<file path="src/rtl/alu_arbiter.sv">
// Two-port round-robin arbiter sharing one 4-bit add/sub/and/or alu; IDLE -> EXEC -> RESP per op.
// Optional per-port grant counters when ALU_ARB_STATS_EN is defined.
module alu_arbiter #(
  parameter int unsigned WIDTH = 4,
  parameter int unsigned CNT_W = 8
) (
  input  logic             clk,
  input  logic             rst,
  input  logic             req0_valid,
  input  logic [1:0]       req0_op,
  input  logic [WIDTH-1:0] req0_a,
  input  logic [WIDTH-1:0] req0_b,
  output logic             req0_ready,
  input  logic             req1_valid,
  input  logic [1:0]       req1_op,
  input  logic [WIDTH-1:0] req1_a,
  input  logic [WIDTH-1:0] req1_b,
  output logic             req1_ready,
  output logic             rsp0_valid,
  output logic             rsp1_valid,
  output logic [WIDTH-1:0] rsp_result,
  output logic [3:0]       rsp_flags,
`ifdef ALU_ARB_STATS_EN
  output logic [CNT_W-1:0] gnt_cnt0,
  output logic [CNT_W-1:0] gnt_cnt1,
`endif
  output logic             busy
);

  if (WIDTH != 4 || CNT_W == 0) begin : g_bad_param
    $error("alu_arbiter: WIDTH must be 4 and CNT_W must be nonzero");
  end

  typedef enum logic [1:0] {IDLE, EXEC, RESP} state_t;

  typedef struct packed {
    logic [1:0]       op;
    logic [WIDTH-1:0] a;
    logic [WIDTH-1:0] b;
  } alu_req_t;

  localparam logic [1:0] OP_ADD = 2'b00;
  localparam logic [1:0] OP_SUB = 2'b01;
  localparam logic [1:0] OP_AND = 2'b10;
  localparam logic [1:0] OP_OR  = 2'b11;

  state_t           state, next_state;
  logic             rr_ptr, owner, winner, accept;
  alu_req_t         cap, sel_req;
  logic [WIDTH:0]   sum;
  logic [WIDTH-1:0] alu_res;
  logic             alu_c, alu_v;
  logic [3:0]       alu_flags;

  // Winner is the only valid port, or the round-robin pointer when both are valid
  always_comb begin
    next_state = state;
    winner     = rr_ptr;
    accept     = 1'b0;
    req0_ready = 1'b0;
    req1_ready = 1'b0;
    if (req0_valid && !req1_valid) winner = 1'b0;
    else if (!req0_valid && req1_valid) winner = 1'b1;
    case (state)
      IDLE: begin
        if ((req0_valid || req1_valid) && !rst) begin
          accept     = 1'b1;
          req0_ready = !winner;
          req1_ready = winner;
          next_state = EXEC;
        end
      end
      EXEC:    next_state = RESP;
      RESP:    next_state = IDLE;
      default: next_state = IDLE;
    endcase
  end

  assign sel_req = winner ? '{op: req1_op, a: req1_a, b: req1_b}
                          : '{op: req0_op, a: req0_a, b: req0_b};

  // Alu on captured operands; sub borrow shows up as the extra top bit of the wide difference
  always_comb begin
    sum     = '0;
    alu_res = '0;
    alu_c   = 1'b0;
    alu_v   = 1'b0;
    case (cap.op)
      OP_ADD: begin
        sum     = {1'b0, cap.a} + {1'b0, cap.b};
        alu_res = sum[WIDTH-1:0];
        alu_c   = sum[WIDTH];
        alu_v   = (cap.a[WIDTH-1] == cap.b[WIDTH-1]) && (alu_res[WIDTH-1] != cap.a[WIDTH-1]);
      end
      OP_SUB: begin
        sum     = {1'b0, cap.a} - {1'b0, cap.b};
        alu_res = sum[WIDTH-1:0];
        alu_c   = sum[WIDTH];
        alu_v   = (cap.a[WIDTH-1] != cap.b[WIDTH-1]) && (alu_res[WIDTH-1] != cap.a[WIDTH-1]);
      end
      OP_AND:  alu_res = cap.a & cap.b;
      OP_OR:   alu_res = cap.a | cap.b;
      default: alu_res = '0;
    endcase
  end

  assign alu_flags = {alu_v, alu_res[WIDTH-1], (alu_res == '0), alu_c};

  always_ff @(posedge clk or posedge rst) begin
    if (rst) begin
      state <= IDLE;
      busy  <= 1'b0;
    end else begin
      state <= next_state;
      busy  <= (next_state != IDLE);
    end
  end

  // Capture on accept, register alu output at end of EXEC, hand back pointer after RESP
  always_ff @(posedge clk or posedge rst) begin
    if (rst) begin
      rr_ptr     <= 1'b0;
      owner      <= 1'b0;
      cap        <= '0;
      rsp_result <= '0;
      rsp_flags  <= '0;
      rsp0_valid <= 1'b0;
      rsp1_valid <= 1'b0;
    end else begin
      rsp0_valid <= (state == EXEC) && !owner;
      rsp1_valid <= (state == EXEC) && owner;
      if (accept) begin
        cap   <= sel_req;
        owner <= winner;
      end
      if (state == EXEC) begin
        rsp_result <= alu_res;
        rsp_flags  <= alu_flags;
      end
      if (state == RESP) rr_ptr <= ~owner;
    end
  end

`ifdef ALU_ARB_STATS_EN
  // Saturating grant counters
  always_ff @(posedge clk or posedge rst) begin
    if (rst) begin
      gnt_cnt0 <= '0;
      gnt_cnt1 <= '0;
    end else begin
      if (req0_ready && (gnt_cnt0 != '1)) gnt_cnt0 <= gnt_cnt0 + CNT_W'(1);
      if (req1_ready && (gnt_cnt1 != '1)) gnt_cnt1 <= gnt_cnt1 + CNT_W'(1);
    end
  end
`endif

endmodule
</file>
<file path="config.mk">
export PLATFORM = sky130hd
export DESIGN_NAME = alu_arbiter
export DESIGN_NICKNAME = d
export VERILOG_FILES = /design/src/rtl/alu_arbiter.sv
export SDC_FILE = /design/constraint.sdc
export NUM_CORES = 1
export LEC_CHECK = 0
export ABC_AREA = 1
export ABC_CLOCK_PERIOD_IN_PS = 1800
export BUFFER_PORTS_ARGS = -buffer_cell sky130_fd_sc_hd__buf_2
export CORE_UTILIZATION = 48
export CTS_CLUSTER_DIAMETER = 60
export DETAILED_ROUTE_END_ITERATION = 10
export GPL_ROUTABILITY_DRIVEN = 0
export PLACE_DENSITY = 0.75
export SLEW_MARGIN = 20
export SYNTH_ARGS = -nofsm -noshare
export SYNTH_HDL_FRONTEND = slang
export SYNTH_SLANG_ARGS = --single-unit
</file>
<file path="constraint.sdc">
create_clock -name clk -period 1.8 [get_ports clk]
set_clock_uncertainty 0.2 [all_clocks]
set_input_delay 0.27 -clock clk [delete_from_list [all_inputs] [get_ports clk]]
set_output_delay 0.27 -clock clk [all_outputs]
set_load 0.02 [all_outputs]
</file>
* Word-level counts from Yosys, hierarchy flattened
Index checks and enable logic that the tools add are counted.
** Word-level totals
- Flip-flop bits (word level) :: 25
- Input port bits :: 24
- Output and inout port bits :: 13
- Word-level logic and storage cells :: 56
** Operators by class
- Add/sub/neg operators :: 2
- Eq/ne operators :: 9
- Muxes and demuxes :: 14
- Bitwise gates (word level) :: 3
- Reductions and logical operators :: 17
** Operators by type and width (number)
- 4-bit case mux with 4 select lines :: 1
- 10-bit two-way mux :: 1
- 1-bit two-way mux :: 8
- 1-bit logical AND :: 7
- 2-bit == test (second input constant) :: 3
- 4-bit by 4-bit adder with 5-bit output :: 1
- 1-bit zero test :: 5
- 4-bit by 4-bit subtractor with 5-bit output :: 1
- 4-bit bitwise AND :: 1
- 2-bit by 1-bit == test with 1-bit output (second input constant) :: 2
- 2-bit zero test :: 2
- 4-bit zero test :: 1
- 4-bit OR :: 1
- 1-bit case mux with 2 select lines :: 2
- 2-bit case mux with 2 select lines :: 1
- 1-bit != test :: 3
- 2-bit two-way mux :: 1
- 2-bit nonzero test :: 1
- 1-bit == test :: 1
- 1-bit logical OR :: 1
- 1-bit NOT :: 1

* Depth between registers and ports, before layout
- Depth after elaboration :: 7
- Depth in mapped cells :: 12
- Gate-level depth less buffers :: 12

* Worst setup path after synthesis
OpenSTA, ideal clock, no wires.
- Kind :: input -> output
- Start point :: input rst
- End point :: output req0_ready
- Data arrival time :: 1429 ps
- Setup slack :: -99 ps
- Stages on the path :: 6
- Cells stage by stage :: inv_1 -> o21ai_1 -> nand2_1 -> nand2_4 -> a21oi_4 -> buf_6
** Between the ends
- Word-level cells in the longest chain between the ends :: 4
** RTL lines
- from (decl) :: line 8 : input logic rst,
- 1-bit zero test (no source line)
- 1-bit logical AND :: line 66 : if ((req0_valid || req1_valid) && !rst) begin
- 1-bit two-way mux :: line 66
- 1-bit two-way mux :: line 64 : case (state)
- to (decl) :: line 13 : output logic req0_ready,
No other way between the ends.

* Worst setup path after layout
- Start point :: register cap[4] in the netlist's numbering
- End point :: register rsp_flags[1]
** Between the ends
- Word-level cells in the longest chain between the ends :: 3
- Elaborated cells on any way between the ends :: 6
** RTL lines
- from (decl) :: line 49 : alu_req_t cap, sel_req;
- from (signal assigned) :: line 133 : cap <= sel_req;
- 4-bit by 4-bit subtractor with 5-bit output, or another cell as far along :: line 96 : sum = {1'b0, cap.a} - {1'b0, cap.b};
- 4-bit case mux with 4 select lines (*) :: line 88 : case (cap.op)
- 4-bit zero test (*) :: line 107 : assign alu_flags = {alu_v, alu_res[WIDTH-1], (alu_res == '0), alu_c};
- to (signal assigned) :: line 138 : rsp_flags <= alu_flags;
- to (decl) :: line 22 : output logic [3:0] rsp_flags,
Every way passes the cells marked *; elsewhere a longest branch is shown, timed or not.
A chain may end at the register's enable or synchronous reset.

==> out/results.ini <==
[timing]
finalCritPeriodShare_pct=109
tightest_slew_ps=317
finalHoldViolCount=0
rsz0062_at_grt=true
maxSlewViolCount=0
fin_ws_ps=-153
setup_violations=4
slew-limit-headroom_pct=78.9
period_needed_ps=1950
timing.fmax_ghz=0.512

[detailed_routing]
num_vias=1614
post_drt_wl_per_cell_um=12.8
initialDrtViolationCount=54
routed_wl_um=4190
drt_first_pass_iters=4
drc_errors=0
via_per_inst=4.92
final_antenna_net_count=0

[power_and_ir_drop]
p_leak_uw=0.00121
p_per_area_nw_per_um2=1850
peakVddDrop_uv=901

[hold_path]
hold_path.class=flop to flop
hold_path_depth=1

[synthesis]
synth_common_cells=nand2_1, nand3_1, dfrtp_1, inv_1, nor2_1
synthArstFlopShare_pct=100
syn-num-nets=247
synth_top_flop_cell=dfrtp_1
yosys.area.top_type=dfrtp_1
syn_avg_cell_area_um2=7.68
ys_warn_count=0
ys_top_cells_by_area=dfrtp_1, nand2_1, ha_1
synth.most_common_cell=nand2_1
synth_area_um2=1610
synth_top_cell_area_share_pct=37.4
synth-seq-cells=24
ys_seq_area_share_pct=37.4
syn_inst=209
synth_edf_count=0
ys_types=26

[worst_setup_path]
cp-end-kind=flop
startpoint=cap[4]$_DFFE_PP0P_
cp-start-kind=flop
critical_path_class=flop to flop
critPathMaxFanout=2
crit_required_ps=1830
reg2reg_slack_ps=-150
rr_endpoint=rsp_flags[1]$_DFFE_PP0P_
worstReg2RegStart=cap[4]$_DFFE_PP0P_
endpoint=rsp_flags[1]$_DFFE_PP0P_
reg2reg_depth=10
crit_arrival_ps=1980

[clock_network]
cts-root-buf=clkbuf_4
clock_path_buffers=2
clock_latency_ps=320
numCtsBuffers=3
path_clk_slew_ps=130
cts_sinks=24
ctsHtreeMaxLevel=1
cts_tree=done

[floorplanning]
die_h_um=59.8
rows=20
start_util_pct=51.7
die_w_um=59.8
die_area_um2=3580
coreArea_um2=3100
pin_count=37

[placement]
hpwl_um=2720
port_buffers=36
placed_area_um2=1890
preCtsSetupSlack_ps=-136

[grt]
grt_util_met1_pct=27.9
grt_usage_pct=24.8
busiest_layer=met2
grt_pass1_vias=1634
grt_pass1_wl_um=6730
grt_max_degree=25
use_met2_pct=46.3
use_met3_pct=5.19
grt_overflow=0
antenna_found_initial=0

[final_layout]
insertedDiodeCount=0
drive_gt1_share_pct=37.3
syn_to_final_growth_pct=44.6
fin_nets=323
nFillCells=241
final_area_um2=2320

[job]
maxCapViolCount=0

[outcome]
violations=setup timing
status=finished with violations

report_power, final:
part           total (uW)  switching (uW)  internal, uW
logic                2880            1670          1220
clock network         389             163           225
registers            1010             215           798
total                4290            2050          2240
layout make-up:
| type | instances | area, um^2 | area share, % |
|---|---|---|---|
| Sequential cell | 24 | 603 | 26.0 |
| Clock buffer | 3 | 22.5 | 0.970 |
| Clock inverter | 1 | 30.0 | 1.29 |
| Multi-Input combinational cell | 150 | 942 | 40.6 |
| Timing Repair Buffer | 77 | 553 | 23.8 |
| Inverter | 29 | 115 | 4.96 |
| Tap cell | 44 | 55.1 | 2.37 |
metrics by stage:
step / instances / setup TNS (ps) / total power, uW / utilization [%] / hold slack, ps
2_1_floorplan: 209 / 0 / 2740 / - / -48.6
3_3_place_gp: 295 / -56.5 / 3290 / 60.8 / 162
3_5_place_dp: 295 / -246 / 3350 / 60.8 / 164
4_1_cts: 325 / -157 / 3930 / 71.2 / 278
5_1_grt: 328 / -583 / 4690 / 74.8 / 298
6_report: 328 / -281 / 4290 / 74.8 / 280
registers in the layout, indices dropped and copies added, names as in the netlist:
register	flops
rsp_flags	4
rsp0_valid	1
state	2
rr_ptr	1
owner	1
rsp_result	3
cap	10
rsp1_valid	1
busy	1
cells in the final DEF (no fill, tap or decap), drive strengths merged:
master / synthesis / routed
nand3b: 1 / 1
clkbuf: 0 / 3
bufinv: 0 / 1
a31oi: 1 / 1
or2: 2 / 2
dlygate4sd3: 0 / 21
nand3: 30 / 30
nand2: 65 / 65
buf: 6 / 56
o21ai: 8 / 8
dfrtp: 24 / 24
clkinvlp: 0 / 1
inv: 29 / 28
fa: 2 / 2
ha: 12 / 12
nor2: 22 / 22
a21oi: 7 / 7
routing by layer:
layer | up-vias | part of all wire, %
met5 | - | 0
met3 | 6 | 5.2
met4 | 0 | 1.2
met1 | 746 | 38
li1 | 797 | -
met2 | 65 | 55
cells by family after synthesis:
logic type | after synthesis | synth area share (%)
flip-flops | 24 | 37.4
buffers and inverters | 35 | 10.1
AND/OR/NAND/NOR | 120 | 33.9
adder cells (fa/ha/maj) | 14 | 11.8
AO/OA/AOI/OAI | 16 | 6.70
worst min path at each step:
stage / start / to / slack [ps]
2_1_floorplan: rst / busy$_DFF_PP0_ / -50
3_3_place_gp: rst / rr_ptr$_DFFE_PP0N_ / 160
3_5_place_dp: rst / rr_ptr$_DFFE_PP0N_ / 160
4_1_cts: owner$_DFFE_PP0P_ / rsp0_valid$_DFF_PP0_ / 280
5_1_grt: owner$_DFFE_PP0P_ / rsp0_valid$_DFF_PP0_ / 300
6_report: owner$_DFFE_PP0P_ / rsp0_valid$_DFF_PP0_ / 280
timing repair:
item,in CTS,in global routing
pin swaps,7,12
cloned,0,0
buffers inserted,5,3
endpoints found under the hold margin,34,0
setup endpoints to repair,6,8
hold buffers,21,0
gates resized for setup,10,25
worst max-delay path: stages, from the launching register on:
cell and delay, ps:
dfrtp_1 430, buf_4 160, ha_4 160, fa_2 520, inv_1 50, nor2_2 100
nor2_2 50, nand2_1 70, nor2_2 40, nand2_1 50, nand2_1 40
No activity file was read; power rests on OpenSTA's default activity.
